==> src/rtl/lcd_nibble_tx.sv <==
// lcd_nibble_tx: sends one byte as two timed nibbles on the 4-bit HD44780 bus
module lcd_nibble_tx #(
    parameter int T_SETUP  = 2,
    parameter int T_EPULSE = 12,
    parameter int T_HOLD   = 1,
    parameter int T_GAP    = 50,
    parameter int T_WAIT   = 2000,
    parameter int CNT_W    = 12
) (
    input  logic       clk,
    input  logic       reset,
    input  logic       wr_en,
    input  logic [7:0] wr_data,
    input  logic       wr_rs,
    input  logic       nib_only,
    output logic       busy,
    output logic       done,
    output logic [3:0] lcd_d,
    output logic       lcd_e,
    output logic       lcd_rs,
    output logic       lcd_rw,
    output logic       sf_ce0
);
    typedef enum logic [3:0] {IDLE, SU_HI, E_HI, HD_HI, GAP, SU_LO, E_LO, HD_LO, WAIT} state_t;

    localparam logic [CNT_W-1:0] L_SETUP  = CNT_W'(T_SETUP - 1);
    localparam logic [CNT_W-1:0] L_EPULSE = CNT_W'(T_EPULSE - 1);
    localparam logic [CNT_W-1:0] L_HOLD   = CNT_W'(T_HOLD - 1);
    localparam logic [CNT_W-1:0] L_GAP    = CNT_W'(T_GAP - 1);
    localparam logic [CNT_W-1:0] L_WAIT   = CNT_W'(T_WAIT - 1);

    state_t           state;
    logic [CNT_W-1:0] cnt;
    logic [CNT_W-1:0] lim;
    logic [3:0]       lo_q;
    logic             last;

    assign lcd_rw = 1'b0;
    assign sf_ce0 = 1'b1;
    assign last   = cnt == lim;

    // final counter value of the current timed state
    always_comb begin
        lim = (state == SU_HI || state == SU_LO) ? L_SETUP :
              (state == E_HI  || state == E_LO)  ? L_EPULSE :
              (state == HD_HI || state == HD_LO) ? L_HOLD :
              (state == GAP)                     ? L_GAP : L_WAIT;
    end

    // sequencer: all bus outputs change only on state transitions, so E never glitches
    always_ff @(posedge clk or negedge reset) begin
        if (!reset) begin
            state  <= IDLE;
            cnt    <= '0;
            lo_q   <= '0;
            busy   <= 1'b0;
            done   <= 1'b0;
            lcd_d  <= '0;
            lcd_e  <= 1'b0;
            lcd_rs <= 1'b0;
        end else begin
            done <= 1'b0;
            if (state == IDLE) begin
                if (wr_en) begin
                    lo_q   <= wr_data[3:0];
                    lcd_d  <= nib_only ? wr_data[3:0] : wr_data[7:4];
                    lcd_rs <= wr_rs;
                    busy   <= 1'b1;
                    cnt    <= '0;
                    state  <= nib_only ? SU_LO : SU_HI;
                end
            end else if (!last) begin
                cnt  <= cnt + 1'b1;
                done <= state == WAIT && cnt + 1'b1 == L_WAIT;
            end else begin
                cnt <= '0;
                case (state)
                    SU_HI: begin
                        state <= E_HI;
                        lcd_e <= 1'b1;
                    end
                    E_HI: begin
                        state <= HD_HI;
                        lcd_e <= 1'b0;
                    end
                    HD_HI: state <= GAP;
                    GAP: begin
                        state <= SU_LO;
                        lcd_d <= lo_q;
                    end
                    SU_LO: begin
                        state <= E_LO;
                        lcd_e <= 1'b1;
                    end
                    E_LO: begin
                        state <= HD_LO;
                        lcd_e <= 1'b0;
                    end
                    HD_LO: begin
                        state <= WAIT;
                        done  <= T_WAIT == 1;
                    end
                    default: begin
                        state  <= IDLE;
                        busy   <= 1'b0;
                        lcd_d  <= '0;
                        lcd_rs <= 1'b0;
                    end
                endcase
            end
        end
    end
endmodule

==> config.mk <==
export PLATFORM = sky130hd
export DESIGN_NAME = lcd_nibble_tx
export DESIGN_NICKNAME = d
export VERILOG_FILES = /design/src/rtl/lcd_nibble_tx.sv
export SDC_FILE = /design/constraint.sdc
export NUM_CORES = 1
export LEC_CHECK = 0
export BUFFER_PORTS_ARGS = -buffer_cell sky130_fd_sc_hd__buf_2
export CAP_MARGIN = 20
export CORE_MARGIN = 2
export CORE_UTILIZATION = 35
export DETAILED_ROUTE_END_ITERATION = 7
export GPL_TIMING_DRIVEN = 1
export SETUP_SLACK_MARGIN = 0.1
export SYNTH_ARGS = -nofsm -noshare
export SYNTH_HDL_FRONTEND = slang
export SYNTH_SLANG_ARGS = --single-unit
export TNS_END_PERCENT = 20
==> constraint.sdc <==
create_clock -name clk -period 2.16 [get_ports clk]
set_input_delay 0.648 -clock clk [delete_from_list [all_inputs] [get_ports clk]]
set_output_delay 0.648 -clock clk [all_outputs]
set_load 0.005 [all_outputs]
# After elaboration in Yosys (flattened, before gate mapping)
# Index checks and enable logic that the tools add are counted.
# classes
n_reduce_logical	16
mux	26
n_eq_ne	13
add_sub_neg	1
bitwise_logic	1
# ops
operator	count
11-bit 2-to-1 mux	4
12-bit 2-to-1 mux	3
4-bit 2-to-1 mux	7
4-bit one-hot mux with 7 select lines	1
4-bit by 3-bit == test with 1-bit output (second input constant)	4
12-bit by 1-bit adder with 12-bit output (second input constant)	1
12-bit by 11-bit == test with 1-bit output (second input constant)	1
12-bit == test	1
3-bit AND reduction	3
4-bit by 2-bit == test with 1-bit output (second input constant)	2
1-bit 2-to-1 mux	8
4-bit one-hot mux with 2 select lines	1
7-bit OR reduction	1
6-bit OR reduction	1
4-bit by 1-bit == test with 1-bit output (second input constant)	1
4-bit == test (second input constant)	1
4-bit zero test	1
2-bit by 1-bit inequality test with 1-bit output (second input constant)	2
2-bit AND reduction	2
2-bit nonzero test	2
2-bit OR reduction	2
1-bit logical OR	3
3-bit 2-to-1 mux	1
2-bit inequality test (second input constant)	1
other kinds (3)	3
# word_totals
out_inout_bits	10
wordCells	65
in_bits	13
ff_bits	28

# Depth between registers and ports, before layout
# Gate-level depths: netlist (run 1).
# depth
depth_word	8
mapped_depth	9
ltp_nobuf	7

# Least setup slack after synthesis (run 1)
# OpenSTA, ideal clock, no wires.
# synth_path
path_type	register -> register
start	register state[0]
end	register lcd_e
n_path_buf	1
slack_ns	0.115
t_arrival_ns	1.975
setup_ns	0.069
stages_incl_launch_ff	8
required_ns	2.091
synth_period_minus_slack_ns	2.045
path_cell_list	dfrtp_1 -> nor4b_2 -> mux2i_1 -> o2111a_2 -> nand3_2 -> buf_6 -> or4b_4 -> nand3_1
# synth_via
elab_chain_len	7
word_cells_on_any_way	22
classes_between	eq/ne (8); mux (5); bitwise (1); reduce/logical (8)
# synth_lines
element	line	rtl
from (decl)	32	state_t state;
from (signal assigned)	70	state <= nib_only ? SU_LO : SU_HI;
4-bit by 3-bit == test with 1-bit output (tied with other cells)	47	(state == GAP) ? L_GAP : L_WAIT;
11-bit 2-to-1 mux / 1-bit logical OR (equally long branches)	47, 46	
11-bit 2-to-1 mux	46	(state == HD_HI || state == HD_LO) ? L_HOLD :
11-bit 2-to-1 mux	45	(state == E_HI || state == E_LO) ? L_EPULSE :
11-bit 2-to-1 mux	44	lim = (state == SU_HI || state == SU_LO) ? L_SETUP :
12-bit == test	40	assign last = cnt == lim;
3-bit AND reduction (no source line)	n/a	
to (signal assigned)	59	lcd_e <= 1'b0;
to (signal assigned)	80	lcd_e <= 1'b1;
to (signal assigned)	84	lcd_e <= 1'b0;
to (decl)	19	output logic lcd_e,
# Parallel ways exist; a longest one is shown, timed or not.
# A chain may end at the register's enable or synchronous reset.

# Worst setup path in the final report (run 1)
# layout_path
start	register state[3]
end	register lcd_d[3]
# layout_via
elab_chain_len	8
word_cells_on_any_way	24
classes_between	eq/ne (10); mux (7); reduce/logical (7)
# layout_lines
element	line	rtl
4-bit by 3-bit == test with 1-bit output (tied with other cells)	47, 77	
11-bit 2-to-1 mux / 1-bit logical OR (equally long branches)	47, 46	
11-bit 2-to-1 mux	46	
11-bit 2-to-1 mux	45	
11-bit 2-to-1 mux	44	
12-bit == test	40	
2-bit nonzero test (no source line)	n/a	
3-bit AND reduction (no source line)	n/a	
to (signal assigned)	66	lcd_d <= nib_only ? wr_data[3:0] : wr_data[7:4];
to (signal assigned)	89	lcd_d <= lo_q;
to (decl)	18	output logic [3:0] lcd_d,
# Parallel ways exist; a longest one is shown, timed or not. The select of a mux whose other input is x is not followed.

==> flow_summary.ini, run 1 <==
[grt]
grt_pass1_vias = 1365
overflow = 0
grt_pass1_wl_mm = 6.596
grtUsageTotal_pct = 15.31
antenna_found_initial = 0
grt_max_degree = 29

[routing]
drt_wl_total_mm = 4.221
detail_route.first_pass.iterations = 4
drt_iter0_drc = 75
num_vias = 1529
wire_per_inst_um = 14.51
viasPerCell = 5.254
drc = 0
drtAntennaViolNets = 0

[synthesis]
synthCells = 194
postSynthNetCount = 209
synth_edf_count = 0
yosysWarnings = 0
synth_top_area_share_pct = 39.91
netlist_area_mm2 = 0.001755
synth.avg_cell_area_um2 = 9.049
synth-main-ff-cell = dfrtp_1
synth.most_common_cell = dfrtp_1
synth_seq_cells = 28
yosysTopAreaCell = dfrtp_1
synthDistinctLibCells = 54
ys_top_cells_by_area = dfrtp_1 40%, nand2_1 4.5%, nor2_1 3.8%
synthTopCellsByCount = 28 x dfrtp_1, 21 x nand2_1, 18 x nor2_1
async_reset_ff_share_pct = 100.0
ys_seq_area_share_pct = 39.91

[outcome]
outcome = complete, no violations

[timing]
rsz0062_at_grt = true
slew_viol_final = 0
relSlewSlack_pct = 57.24
fin_ws_ps = 153.8
period_share_pct = 92.88
finalSetupTns_ps = 0
period_needed_ps = 2006
hold_viol_final = 0
whs_ps = 366.0
skew_ps = 13.39
fmax_mhz = 498.5
setup_violations = 0
worst_pin_slew_ps = 641.4

[cts]
htreeDepth = 1
cts_tree = built
cts_hold_buf = 0
cts_buffers = 3
clk_latency_ps = 290
cts.sinks = 28
clkTransAtPathRegs_ps = 110
clock-root-buffer = clkbuf_8
clk_path_buf_depth = 2

[die]
core_mm2 = 0.004786
start_util_pct = 36.68
fp-row-count = 25
die_area_mm2 = 0.005598
die-height_um = 74.82
die_width_um = 74.82
ioPinCount = 23

[placement]
post-dp-hpwl_mm = 2.970
gp_congestion = 0.8265
pre_cts_ws_ps = 85.68
port_buffers = 20

[final_layout]
drive_above_1_share_pct = 32.14
nFillCells = 458
nets = 240
antenna_cells = 0
area_delta_synth_final_pct = 21.03

[setup_path]
required_ps = 2330
r2r_cells = 6
path_cells = nor4b_4 -> mux2i_1 -> o2111a_2 -> nand3_4 -> o21a_4 -> a221o_1
setup.worst_path.end_class = flip-flop
crit_fanout = 5
critPathMaxStageDelay_ps = 460
crit_buf_inv = 0
reg2reg_to = lcd_d[3]
crit_family = compound AO/OA/AOI/OAI gates
path_class = flip-flop to flip-flop
ff2ff_setup_slack_ps = 150
crit_path_start_kind = flip-flop
r2r_start = state[3]
cp.arrival_ps = 2170
cpMaxStageDelayCell = dfrtp_2

[run]
drv_cap = 0

[power]
leakagePower_uw = 0.0009662
peakVddDrop_mv = 0.5271
p_per_area_mw_per_mm2 = 1145

[hold_path]
hp-class = input port to async pin
registers in the layout, indices dropped and copies added, names as in the netlist:
| signal | cells |
|---|---|
| cnt | 12 |
| lcd_d | 4 |
| lo_q | 4 |
| state | 4 |
| busy | 1 |
| done | 1 |
| lcd_e | 1 |
| lcd_rs | 1 |
power breakdown:
group          switching, uW  total [uW]  internal [uW]
Combinational            604        1210            607
Sequential               194         882            689
Clock                    176         340            164
final cells by class:
class                           count  area (um2)  area share, %
Multi-Input combinational cell    141       964.7          45.41
Sequential cell                    28       703.2          33.10
Timing Repair Buffer               44       291.5          13.72
Tap cell                           67       83.83          3.946
Clock buffer                        4       55.05          2.591
Inverter                            7       26.28          1.237
placed cells by master (no fill, tap or decap), types with 4 or more instances in the layout:
master	Yosys	routed
dfrtp_1	28	26
nand2_1	21	21
buf_4	4	21
buf_2	3	20
nor2_1	18	18
nand3_1	8	8
o21ai_0	8	7
nor3_1	7	7
inv_1	6	6
o21ai_1	6	6
mux2i_1	5	5
mux2_2	6	5
nand4_1	4	4
a211o_1	4	4
clkbuf_8	0	4
timing repair:
| action | 4_1_cts | 5_1_grt |
|---|---|---|
| pin swaps | 0 | 4 |
| buffers inserted | 0 | 3 |
| gates cloned | 0 | 0 |
| endpoints found under the setup margin | 4 | 9 |
| resized for setup | 1 | 13 |
through the flow:
stage                     power [uW]  cells  cell area [um2]  util (%)
after floorplan                 1617    194             1755         -
after global routing            2586    291             2125     44.39
final                           2433    291             2125     44.39
after CTS                       2288    288             2051     42.85
after global placement          1909    284             1987     41.52
after detailed placement        1919    284             1987     41.52
logic make-up (layout without fill, tap and decap cells):
kind of cell    after synthesis  count (layout)  synth area share, %
flops                        28              28                39.91
compound gates               42              42                16.61
other cells                   2               2               0.4278
xor+xnor                      5               5                2.495
simple gates                 77              77                23.24
fa+ha+maj                     2               2                1.425
buf+inv                      25              55                7.768
mux                          13              13                8.125
worst reg2reg max path, stage by stage (launching register included):
cell	delay, ps
dfrtp_2	460
nor4b_4	310
mux2i_1	210
o2111a_2	240
nand3_4	100
o21a_4	240
a221o_1	340
worst max path at each step:
stage,start,end,slack (ps),cells after the start
2_1_floorplan,state[0],lcd_e,120,7
3_3_place_gp,state[0],lcd_d[2],140,6
3_5_place_dp,state[1],lcd_d[3],90,6
4_1_cts,state[1],cnt[10],100,7
5_1_grt,state[3],cnt[4],70,7
6_report,state[3],lcd_d[3],150,6
layer usage:
layer	GRT usage (%)	routed length [um]	vias up
met5	0	0	-
met4	6.944	86	0
met3	1.740	146	7
met2	23.00	2012	39
met1	22.16	1976	732
li1	-	-	751
Note: power is estimated with default switching activity, not from simulation.
==> run 2, diff against run 1 <==
--- a/config.mk
+++ b/config.mk
@@ -5,9 +5,9 @@
 export SDC_FILE = /design/constraint.sdc
 export NUM_CORES = 1
 export LEC_CHECK = 0
+export ABC_AREA = 1
 export BUFFER_PORTS_ARGS = -buffer_cell sky130_fd_sc_hd__buf_2
 export CAP_MARGIN = 20
-export CORE_MARGIN = 2
 export CORE_UTILIZATION = 35
 export DETAILED_ROUTE_END_ITERATION = 7
 export GPL_TIMING_DRIVEN = 1
==> flow_summary.ini, run 2 <==
[cts]
clk_latency_ps = 280
cts_buffers = 3
htreeDepth = 1
cts_hold_buf = 0
clk_path_buf_depth = 2
clkTransAtPathRegs_ps = 100
cts.sinks = 28
clock-root-buffer = clkbuf_8
cts_setup_buffers = 0
cts_tree = built
cts_resized = 0

[die]
ioPinCount = 23
fp-row-count = 25
die_width_um = 71.81
start_util_pct = 36.35
die-height_um = 71.81
die_area_mm2 = 0.005156
core_mm2 = 0.004692

[grt]
grt_pass1_vias = 1475
grt_max_degree = 29
overflow = 0
antenna_found_initial = 0
grtUsageTotal_pct = 16.41
grt_pass1_wl_mm = 6.686

[power]
sw_frac_of_total_pct = 48.65
internal_power_uw = 1410
switchingPower_uw = 1336
clkPwrFrac_pct = 12.2
leakagePower_uw = 0.0009558
p_per_area_mw_per_mm2 = 1434
pwr-share-comb_pct = 53.9
seqPwrFrac_pct = 34.0
peakVddDrop_mv = 0.5997

[final_layout]
regArea_um2 = 700.7
final_common_cell = nand2_1
area_delta_synth_final_pct = 12.33
top_register = cnt
layout_common_cells = 53 x nand2_1, 28 x dfrtp_1, 24 x inv_1
nets = 260
drive_above_1_share_pct = 18.85
antenna_cells = 0
largest_reg_flops = 12
multi_input_area_um2 = 864.6
fin_area_mm2 = 0.001916
nFillCells = 499

[timing]
rsz0062_at_grt = false
finalSetupTns_ps = 0
whs_ps = 380.9
period_needed_ps = 1871
relSlewSlack_pct = 56.97
slew_viol_final = 0
setup_violations = 0
fmax_mhz = 534.4
hold_viol_final = 0
skew_ps = 6.045
period_share_pct = 86.63
worst_pin_slew_ps = 645.4

[synthesis]
ys_seq_area_share_pct = 41.09
ys_top_cells_by_area = dfrtp_1 41%, nand2_1 12%, nand3_1 6.5%
synthDistinctLibCells = 33
netlist_area_mm2 = 0.001705
synth.avg_cell_area_um2 = 7.647
synthCells = 223
postSynthNetCount = 238
async_reset_ff_share_pct = 100.0
synth_edf_count = 0
synth.most_common_cell = nand2_1
synth_seq_cells = 28
synth-main-ff-cell = dfrtp_1
synthTopCellsByCount = 53 x nand2_1, 28 x dfrtp_1, 24 x inv_1
yosysTopAreaCell = dfrtp_1
yosysWarnings = 0
synth_top_area_share_pct = 41.09

[setup_path]
path_cells = nor2_4 -> nand2_2 -> nand3_1 -> nand2_1 -> nor2_2 -> nand3_4 -> nand2_4 -> nand3_1 -> nand2_1 -> nand2_1
crit_fanout = 12
critPathMaxStageDelay_ps = 490
ff2ff_setup_slack_ps = 290
setup.worst_path.end_class = flip-flop
r2r_start = state[0]
crit_start = state[0]
required_ps = 2340
crit_path_start_kind = flip-flop
cp.arrival_ps = 2050
r2r_cells = 10
reg2reg_to = lcd_d[1]
path_class = flip-flop to flip-flop
setup.worst_path.end = lcd_d[1]
cpMostUsedCell = nand2_1
cpMaxStageDelayCell = dfrtp_1

[routing]
detail_route.first_pass.iterations = 6
drc = 0
viasPerCell = 5.020
drt_iter0_drc = 100
num_vias = 1496
wire_per_inst_um = 13.01
drt_wl_total_mm = 3.876
drtAntennaViolNets = 0

[placement]
post-dp-hpwl_mm = 2.954
port_buffers = 20
placed_cell_area_mm2 = 0.001853
gp_congestion = 0.8801

[run]
drv_cap = 0

[hold_path]
hp-class = input port to async pin

[outcome]
outcome = complete, no violations
## run 2: area by class of cell
class / count / area share (%)
timing repair buffer: 22 / 6.009
inverter: 30 / 5.879
multi-input combinational: 160 / 45.13
tap: 54 / 3.527
sequential: 28 / 36.58
clock buffer: 4 / 2.874
## run 2: cell families after synthesis
group	synth area share, %
mux	0.5870
compound gates	10.71
other cells	0.4404
simple gates	32.94
fa+ha+maj	1.467
buf+inv	8.657
xor+xnor	4.109
flops	41.09
## run 2: through the flow
| step | instances | util, % | setup WS [ps] | total power (uW) |
|---|---|---|---|---|
| after CTS | 298 | 40.67 | 300.8 | 2743 |
| after global routing | 298 | 40.83 | 106.4 | 3015 |
| final | 298 | 40.83 | 288.8 | 2747 |
| after detailed placement | 294 | 39.49 | 316.1 | 2412 |
| after global placement | 294 | 39.49 | 306.2 | 2401 |
| after floorplan | 223 | - | 557.2 | 2047 |
## run 2: how the worst min path moves through the flow
| stage | startpoint | endpoint | slack [ps] | depth (start not counted) |
|---|---|---|---|---|
| after floorplan | reset | busy | 350 | 0 |
| after global placement | lcd_d[2] | lcd_d[2] | 450 | 2 |
| after detailed placement | busy | busy | 460 | 2 |
| after CTS | reset | state[1] | 410 | 1 |
| after global routing | reset | state[0] | 430 | 1 |
| final | reset | state[1] | 380 | 1 |
## run 2: power groups by stage
| stage | Combinational [uW] | Clock [uW] | Sequential [uW] |
|---|---|---|---|
| 2_1_floorplan | 1150 | 0 | 897 |
| 3_3_place_gp | 1460 | 0 | 936 |
| 3_5_place_dp | 1470 | 0 | 937 |
| 4_1_cts | 1480 | 339 | 927 |
| 5_1_grt | 1700 | 355 | 964 |
| 6_report | 1480 | 334 | 933 |
## run 2: per-layer routing
layer	vias to the layer above	GRT usage, %	wire, um
li1	767	-	-
met1	699	21.60	1873
met2	26	27.36	1857
met3	4	3.376	110
met4	0	4.575	34
met5	-	0	0
## run 2: critical path: cells and delay by family (launching register included)
| family | cells | cell delay, ps |
|---|---|---|
| AND/OR/NAND/NOR | 10 | 1280 |
| flip-flops | 1 | 490 |
